<file path="config.mk">
export PLATFORM = sky130hd
export DESIGN_NAME = uart_tx_periph
export DESIGN_NICKNAME = d
export VERILOG_FILES = /design/src/rtl/uart_pkg.sv /design/src/rtl/sync_fifo.sv /design/src/rtl/uart_tx_periph.sv
export SDC_FILE = /design/constraint.sdc
export NUM_CORES = 1
export LEC_CHECK = 0
export CAP_MARGIN = 5
export CORE_MARGIN = 2
export CORE_UTILIZATION = 50
export DETAILED_ROUTE_END_ITERATION = 12
export PLACE_DENSITY = 0.85
export SLEW_MARGIN = 20
export SYNTH_ARGS = -nofsm -noshare
export SYNTH_HDL_FRONTEND = slang
export SYNTH_SLANG_ARGS = --single-unit
</file>
<file path="constraint.sdc">
create_clock -name clk -period 3.8 [get_ports clk]
set_input_delay 0.76 -clock clk [delete_from_list [all_inputs] [get_ports clk]]
set_output_delay 0.76 -clock clk [all_outputs]
set_load 0.02 [all_outputs]
</file>
<file path="src/rtl/uart_pkg.sv">
// Shared definitions for the UART transmitter peripheral.
//   tx_state_t   : transmit FSM state encoding
//   DATA_OFS     : byte offset of the write-only DATA register
//   STAT_OFS     : byte offset of the STATUS register
//   STAT_*       : bit positions of the fields inside STATUS
package uart_pkg;

  typedef enum logic [1:0] {
    IDLE  = 2'd0,
    START = 2'd1,
    DATA  = 2'd2,
    STOP  = 2'd3
  } tx_state_t;

  localparam logic [3:0] DATA_OFS = 4'h0;
  localparam logic [3:0] STAT_OFS = 4'h4;

  localparam int STAT_ACTIVE  = 0;
  localparam int STAT_FULL    = 1;
  localparam int STAT_EMPTY   = 2;
  localparam int STAT_OVF     = 3;
  localparam int STAT_CNT_LSB = 4;
  localparam int STAT_CNT_W   = 5;

endpackage

</file>
<file path="src/rtl/sync_fifo.sv">
// Synchronous FIFO with first-word-fall-through output.
//   clk   : clock, rising edge
//   rst   : asynchronous active-low reset (pointers and count only)
//   push  : write din; ignored while full
//   pop   : advance read pointer; ignored while empty
//   din   : write data
//   dout  : data at the head of the FIFO, valid whenever empty is low
//   full  : count == DEPTH
//   empty : count == 0
//   count : number of stored entries
module sync_fifo #(
  parameter int WIDTH = 8,
  parameter int DEPTH = 8
) (
  input  logic                   clk,
  input  logic                   rst,
  input  logic                   push,
  input  logic                   pop,
  input  logic [WIDTH-1:0]       din,
  output logic [WIDTH-1:0]       dout,
  output logic                   full,
  output logic                   empty,
  output logic [$clog2(DEPTH):0] count
);

  localparam int AW = $clog2(DEPTH);
  localparam int CW = AW + 1;

  logic [WIDTH-1:0] mem_q [DEPTH];
  logic [AW-1:0]    wr_ptr_q, rd_ptr_q;
  logic [CW-1:0]    count_q, count_d;
  logic             push_ok, pop_ok;

  assign full    = (count_q == CW'(DEPTH));
  assign empty   = (count_q == '0);
  assign count   = count_q;
  assign dout    = mem_q[rd_ptr_q];
  assign push_ok = push & ~full;
  assign pop_ok  = pop & ~empty;

  always_comb begin
    count_d = count_q;
    case ({push_ok, pop_ok})
      2'b10:   count_d = count_q + CW'(1);
      2'b01:   count_d = count_q - CW'(1);
      default: count_d = count_q;
    endcase
  end

  // Storage needs no reset: entries are only read after being written.
  always_ff @(posedge clk) begin
    if (push_ok) mem_q[wr_ptr_q] <= din;
  end

  // DEPTH is a power of two, so the pointers wrap naturally.
  always_ff @(posedge clk or negedge rst) begin
    if (!rst) begin
      wr_ptr_q <= '0;
      rd_ptr_q <= '0;
      count_q  <= '0;
    end else begin
      if (push_ok) wr_ptr_q <= wr_ptr_q + AW'(1);
      if (pop_ok)  rd_ptr_q <= rd_ptr_q + AW'(1);
      count_q <= count_d;
    end
  end

endmodule

</file>
<file path="src/rtl/uart_tx_periph.sv">
// Memory-mapped 8N1 UART transmitter on the CPU I/O bus.
//   clk       : system clock
//   rst       : asynchronous active-low reset
//   cs        : device select
//   mem_write : store strobe, qualified by cs
//   addr      : byte offset (0x0 DATA, 0x4 STATUS)
//   wdata     : store data
//   rdata     : combinational read data for addr
//   tx        : serial output, idle high, registered
//   busy      : frame in progress or FIFO non-empty
//
// state | meaning
// IDLE  | line high, waiting for a byte in the FIFO
// START | start bit (low) for one bit period
// DATA  | eight data bits, LSB first
// STOP  | stop bit (high); chains straight into START if more data
module uart_tx_periph
  import uart_pkg::*;
#(
  parameter int CLK_HZ     = 100000000,
  parameter int BAUD       = 115200,
  parameter int FIFO_DEPTH = 8
) (
  input  logic        clk,
  input  logic        rst,
  input  logic        cs,
  input  logic        mem_write,
  input  logic [3:0]  addr,
  input  logic [31:0] wdata,
  output logic [31:0] rdata,
  output logic        tx,
  busy
);

  localparam int DIV   = (CLK_HZ + BAUD / 2) / BAUD;
  localparam int CNT_W = $clog2(DIV);
  localparam int CW    = $clog2(FIFO_DEPTH) + 1;
  localparam logic [CNT_W-1:0] DIV_M1 = CNT_W'(DIV - 1);

  tx_state_t        state_q, state_d;
  logic [CNT_W-1:0] baud_q, baud_d;
  logic [2:0]       bit_q, bit_d;
  logic [7:0]       shift_q, shift_d;
  logic             tx_q, tx_d;
  logic             ovf_q, ovf_d;

  logic             wr_data, wr_stat, baud_end, tx_active;
  logic             fifo_pop, fifo_full, fifo_empty;
  logic [7:0]       fifo_dout;
  logic [CW-1:0]    fifo_count;
  logic             unused_wdata;

  assign unused_wdata = ^wdata[31:8];

  assign wr_data  = cs & mem_write & (addr == DATA_OFS);
  assign wr_stat  = cs & mem_write & (addr == STAT_OFS);
  assign baud_end = (baud_q == DIV_M1);

  // The FIFO itself drops pushes while full, so the raw strobe is passed in.
  sync_fifo #(
    .WIDTH(8),
    .DEPTH(FIFO_DEPTH)
  ) u_fifo (
    .clk  (clk),
    .rst  (rst),
    .push (wr_data),
    .pop  (fifo_pop),
    .din  (wdata[7:0]),
    .dout (fifo_dout),
    .full (fifo_full),
    .empty(fifo_empty),
    .count(fifo_count)
  );

  // A dropped write sets overflow regardless of a same-cycle pop.
  always_comb begin
    ovf_d = ovf_q;
    if (wr_data && fifo_full)       ovf_d = 1'b1;
    else if (wr_stat && wdata[3])   ovf_d = 1'b0;
  end

  always_ff @(posedge clk or negedge rst) begin
    if (!rst) begin
      state_q <= IDLE;
      baud_q  <= '0;
      bit_q   <= '0;
      shift_q <= '0;
      tx_q    <= 1'b1;
      ovf_q   <= 1'b0;
    end else begin
      state_q <= state_d;
      baud_q  <= baud_d;
      bit_q   <= bit_d;
      shift_q <= shift_d;
      tx_q    <= tx_d;
      ovf_q   <= ovf_d;
    end
  end

  always_comb begin
    state_d = state_q;
    case (state_q)
      IDLE:    if (!fifo_empty) state_d = START;
      START:   if (baud_end) state_d = DATA;
      DATA:    if (baud_end && bit_q == 3'd7) state_d = STOP;
      STOP:    if (baud_end) state_d = fifo_empty ? IDLE : START;
      default: state_d = IDLE;
    endcase
  end

  always_comb begin
    fifo_pop = 1'b0;
    baud_d   = baud_end ? '0 : baud_q + CNT_W'(1);
    bit_d    = bit_q;
    shift_d  = shift_q;
    case (state_q)
      IDLE: begin
        baud_d = '0;
        if (!fifo_empty) begin
          fifo_pop = 1'b1;
          shift_d  = fifo_dout;
        end
      end
      START: if (baud_end) bit_d = 3'd0;
      DATA: begin
        if (baud_end) begin
          shift_d = shift_q >> 1;
          bit_d   = bit_q + 3'd1;
        end
      end
      STOP: begin
        if (baud_end && !fifo_empty) begin
          fifo_pop = 1'b1;
          shift_d  = fifo_dout;
        end
      end
      default: baud_d = '0;
    endcase

    // tx is registered from the next state so it changes exactly on the
    // edge where the state does.
    case (state_d)
      START:   tx_d = 1'b0;
      DATA:    tx_d = shift_d[0];
      default: tx_d = 1'b1;
    endcase
  end

  assign tx_active = (state_q != IDLE);
  assign tx        = tx_q;
  assign busy      = tx_active | ~fifo_empty;

  always_comb begin
    rdata = '0;
    if (addr == STAT_OFS) begin
      rdata[STAT_ACTIVE] = tx_active;
      rdata[STAT_FULL]   = fifo_full;
      rdata[STAT_EMPTY]  = fifo_empty;
      rdata[STAT_OVF]    = ovf_q;
      rdata[STAT_CNT_LSB +: STAT_CNT_W] = STAT_CNT_W'(fifo_count);
    end
  end

endmodule

</file>
==> results of run 1 <==
==> layout make-up <==
class	instances	area, µm²	share of cell area
clock buffer	9	124	0.0238
clock inverter	7	75.1	0.0144
inverter	10	37.5	0.00722
multi-input combinational	212	1690	0.325
sequential	99	2800	0.539
tap	111	139	0.0267
timing repair buffer	36	333	0.0640
==> power by group through the flow <==
stage	Clock, mW	Sequential (mW)	Combinational (mW)
final	0.658	1.47	0.915
after global routing	0.724	1.50	1.02
after CTS	0.679	1.48	0.914
after detailed placement	0	1.50	0.906
after global placement	0	1.49	0.869
after floorplan	0	1.36	0.838
==> synth_stat cells, types with 8 or more instances <==
cell / n
mux2i_1: 9
xnor2_1: 8
buf_4: 26
edfxtp_1: 64
ha_1: 14
inv_1: 10
nor2_1: 25
nand2_1: 20
a21oi_1: 9
mux4_2: 16
dfrtp_1: 34
nor3_1: 13
==> registers in the layout, summed over array words and instances, names as in the netlist <==
register and flops:
shift_q 8, u_fifo.mem_q 64, bit_q 3, state_q 2
u_fifo.rd_ptr_q 3, u_fifo.wr_ptr_q 3, u_fifo.count 4, tx 1
baud_q 10, ovf_q 1
==> critical path, delay by kind of cell <==
family | cells | cell delay [ps]
buffers and inverters | 2 | 1030
AND/OR/NAND/NOR | 3 | 900
==> cells by family after synthesis <==
kind of cell | count (synthesis) | synth area share
DFF | 99 | 0.599
and+or+nand+nor | 93 | 0.105
buffers and inverters | 45 | 0.0584
AOI/OAI and AO/OA | 37 | 0.0630
muxes | 28 | 0.104
adders and majority gates | 15 | 0.0418
xor gates and xnor gates | 15 | 0.0281
other | 1 | 0.000803
==> final timing paths <==
| check | startpoint | end | depth (start not counted) |
|---|---|---|---|
| worst min-delay path | shift_q[1] | shift_q[1] | 2 |
| max in group asynchronous | rst | tx | 2 |
| min in group asynchronous | rst | baud_q[3] | 2 |
| worst min register to register | shift_q[1] | shift_q[1] | 2 |
| worst max register to register | state_q[0] | u_fifo.count[3] | 11 |
| worst max-delay path | addr[1] | rdata[0] | 5 |
==> stage by stage <==
stage               power (mW)  instances  setup WS (ps)
floorplan                 2.20        356            900
global placement          2.36        468            404
detailed placement        2.40        468            317
CTS                       3.07        484            346
global route              3.24        484            221
finish                    3.04        484            352
==> per-layer routing <==
metal,track usage,share of wire,up-vias
met5,0,0,-
li1,-,-,1262
met2,0.305,0.51,82
met4,0.0622,0.017,0
met1,0.222,0.41,1360
met3,0.0437,0.057,14
==> metrics.yaml, run 1 <==
outcome: "finished, final reports clean"
cts.sinks: 99
overflow: 0
nNetsFinal: 423
synth-async-reset-ratio: 0.354
gp_congestion: 0.940
tritoncts: "yes"
root_buffer: "clkbuf_8"
critPathLaunchType: "input port"
diodes: 0
path_cells: "clkdlybuf4s50_1, nor3_1, nand2_1, nor2_1, clkdlybuf4s50_1"
drtPass1Iterations: 4
cp_slowest_cell: "clkdlybuf4s50_1"
mostFrequentLayoutCells: "edfxtp_1, dfrtp_1, nor2_1, clkdlybuf4s50_1, conb_1"
die_w_um: 101
placement.io_buffers: 25
fmax_mhz: 290
finalSetupViolCount: 0
hold_violations: 0
syn_area_per_cell_um2: 14.0
htree_levels: 3
cpMostUsedCell: "clkdlybuf4s50_1"
final_util: 0.568
dieArea_mm2: 0.0101
worst-setup-path-type: "input port to primary output"
hold_path.class: "flop to flop"
wire_per_inst_um: 16.9
final_cell_area_mm2: 0.00520
synth-seq-cells: 99
crit_path_end_kind: "primary output"
critPathMaxStageDelay_ps: 630
cp.required_ps: 3040
synthCells: 333
drive_gt1_frac: 0.164
power_frac_comb: 0.300
core-area_mm2: 0.00915
synth_top_area_cell: "edfxtp_1"
synth_edf_count: 64
peakVddDrop_v: 0.000348
p_sw_mw: 1.06
num-fill-cells: 722
worstMarginPinSlew_ps: 1010
grt_pass1_vias: 2659
drt-initial-drc-count: 217
p_per_area_mw_per_mm2: 586
viasPerCell: 5.62
area_delta_synth_final_pct: 11.3
synth_area_mm2: 0.00467
cts.clk_slew.worst_paths_ps: 90
timing.slew.headroom: 0.327
rows: 35
grt_pass1_wl_um: 13600
internal_power_mw: 1.98
finalClockSkew_ps: 15.4
synth_top_area_frac: 0.412
fin_crit_ps: 3450
grt_max_degree: 36
postCtsSetupRepairBufs: 0
synth_ff_type: "edfxtp_1"
die_h_um: 101
fin_hold_ws_ps: 491
ctsResizeCount: 0
r2r_slack_ps: 690
grt_usage: 0.179
power.leakage_nw: 1.97
cts_hold_buf: 0
ctsLongestPathBuffers: 2
dp_hpwl_um: 5650
power.share.clock: 0.216
synth.yosys.seq_area_share: 0.599
wl_um: 8170
insertion_delay_ps: 380
dr_total_vias: 2718
setup_tns_ps: 0
antenna_left: 0
switching_share: 0.348
antenna_found_initial: 0
seqPwrFrac: 0.484
cap_violations: 0
fin_crit_sh: 0.907
cts_buffers: 9
start_util: 0.510
drc: 0
final_max_slew_viol_count: 0
worstPathMaxFanout: 7
synth_area_leaders: "edfxtp_1, dfrtp_1, mux4_2"
place_area_mm2: 0.00500
ios: 74
synth.distinct_cells: 52
rsz0062_at_grt: "no"
yosysWarningCount: 0
final_common_cell: "edfxtp_1"
arrival_ps: 2690
No activity file was read; power rests on OpenSTA's default activity.
==> run 2: changes to the inputs <==
--- a/config.mk
+++ b/config.mk
@@ -9,6 +9,7 @@
 export CORE_MARGIN = 2
 export CORE_UTILIZATION = 50
 export DETAILED_ROUTE_END_ITERATION = 12
+export MAX_ROUTING_LAYER = met4
 export PLACE_DENSITY = 0.85
 export SLEW_MARGIN = 20
 export SYNTH_ARGS = -nofsm -noshare
==> run 2 against run 1 <==
Against the previous run:
- largest cell class unchanged
- global-route usage rose by 0.57 points
- via count fell by 0.52%
- non-clock buffer count did not move
- die area did not move
- maximum frequency fell by 0.68%
- highest routed layer unchanged
- combinational power barely moved
- sequential power barely moved
- worst hold slack improved by 0.51 ps
- utilization did not move
==> metrics.yaml, run 2 (same netlist as run 1, synthesis figures left out) <==
outcome: "finished, final reports clean"
overflow: 0
peakVddDrop_v: 0.000347
p_per_area_mw_per_mm2: 585
viasPerCell: 5.59
switching_share: 0.348
rows: 35
rsz0062_at_grt: "no"
critPathLaunchType: "input port"
start_util: 0.510
power.leakage_nw: 1.97
fin_crit_sh: 0.914
hold_path.class: "flop to flop"
grt_usage: 0.184
die_h_um: 101
arrival_ps: 2710
wire_per_inst_um: 16.8
post-place-ws_ps: 317
fin_crit_ps: 3470
final_common_cell: "edfxtp_1"
setup_tns_ps: 0
largest_reg_flops: 64
grt_pass1_vias: 2661
worst-setup-path-type: "input port to primary output"
drc: 0
tritoncts: "yes"
top_register: "u_fifo.mem_q"
ios: 74
seqPwrFrac: 0.485
fin_hold_ws_ps: 491
worstPathMaxFanout: 7
cts_buffers: 9
gp_congestion: 0.957
insertion_delay_ps: 380
ctsLongestPathBuffers: 2
power_frac_comb: 0.300
reg.largest.list: "u_fifo.mem_q (64), baud_q (10), shift_q (8)"
drt-initial-drc-count: 213
diodes: 0
dr_total_vias: 2704
cts_hold_buf: 0
placement.io_buffers: 25
stdcell_count: 484
antenna_left: 0
mostFrequentLayoutCells: "edfxtp_1, dfrtp_1, nor2_1, clkdlybuf4s50_1, conb_1"
grt_pass1_wl_um: 13700
num-fill-cells: 722
die_w_um: 101
antenna_found_initial: 0
core-area_mm2: 0.00915
cpMostUsedCell: "clkdlybuf4s50_1"
crit_path_end_kind: "primary output"
worstMarginPinSlew_ps: 1000
cts.clk_slew.worst_paths_ps: 90
seqCellArea_mm2: 0.00280
power.share.clock: 0.215
cap_violations: 0
finalSetupViolCount: 0
cp_slowest_cell: "clkdlybuf4s50_1"
finalClockSkew_ps: 14.9
area_delta_synth_final_pct: 11.3
dieArea_mm2: 0.0101
timing.slew.headroom: 0.333
p_sw_mw: 1.06
multi_input_area_mm2: 0.00169
htree_levels: 3
grt_max_degree: 36
critPathMaxStageDelay_ps: 630
nNetsFinal: 423
postCtsSetupRepairBufs: 0
ff2ff_path_depth: 11
min_path_cells: 2
drive_gt1_frac: 0.164
drtPass1Iterations: 4
final_max_slew_viol_count: 0
dp_hpwl_um: 5650
hold_violations: 0
cp.required_ps: 3040
fin_ws_ps: 328
root_buffer: "clkbuf_8"
ctsResizeCount: 0
place_inst: 468
p_total_mw: 3.04
wl_um: 8140
path_cells: "clkdlybuf4s50_1, nor3_1, nand2_1, nor2_1, clkdlybuf4s50_1"
fmax_mhz: 288
cts.sinks: 99
internal_power_mw: 1.98
## run 2: power groups by stage
stage	logic [mW]	clock network, mW	registers, mW
floorplan	0.838	0	1.36
global placement	0.869	0	1.49
detailed placement	0.906	0	1.50
CTS	0.914	0.679	1.48
global route	1.02	0.724	1.50
finish	0.912	0.655	1.47
## run 2: worst paths after layout
check                            from              end  slack, ps
setup / recovery              addr[1]         rdata[0]        330
hold / removal             shift_q[1]       shift_q[1]        490
setup reg to reg           state_q[0]  u_fifo.count[3]        700
hold reg to reg            shift_q[1]       shift_q[1]        490
max in group asynchronous         rst               tx       2650
min in group asynchronous         rst        baud_q[3]        790
## run 2: routing by layer
metal / vias to the layer above / wire length [µm] / track usage
li1: 1262 / - / -
met1: 1348 / 3440 / 0.224
met2: 78 / 4180 / 0.305
met3: 16 / 378 / 0.0430
met4: 0 / 142 / 0.0622
met5: - / 0 / -
## run 2: metrics by stage
stage	instance area, µm²	util
5_1_grt	5200	0.568
4_1_cts	5200	0.568
6_report	5200	0.568
3_3_place_gp	5000	0.546
2_1_floorplan	4760	-
3_5_place_dp	5000	0.546
## run 2: critical path, delay by kind of cell
| family | cells | cell delay [ps] |
|---|---|---|
| simple gates | 3 | 920 |
| buf+inv | 2 | 1030 |
## run 2: cell type report
cell class / instances / area share
Multi-Input combinational cell: 212 / 0.325
Clock buffer: 9 / 0.0238
Clock inverter: 7 / 0.0144
Timing Repair Buffer: 36 / 0.0640
Sequential cell: 99 / 0.539
Tap cell: 111 / 0.0267
Inverter: 10 / 0.00722
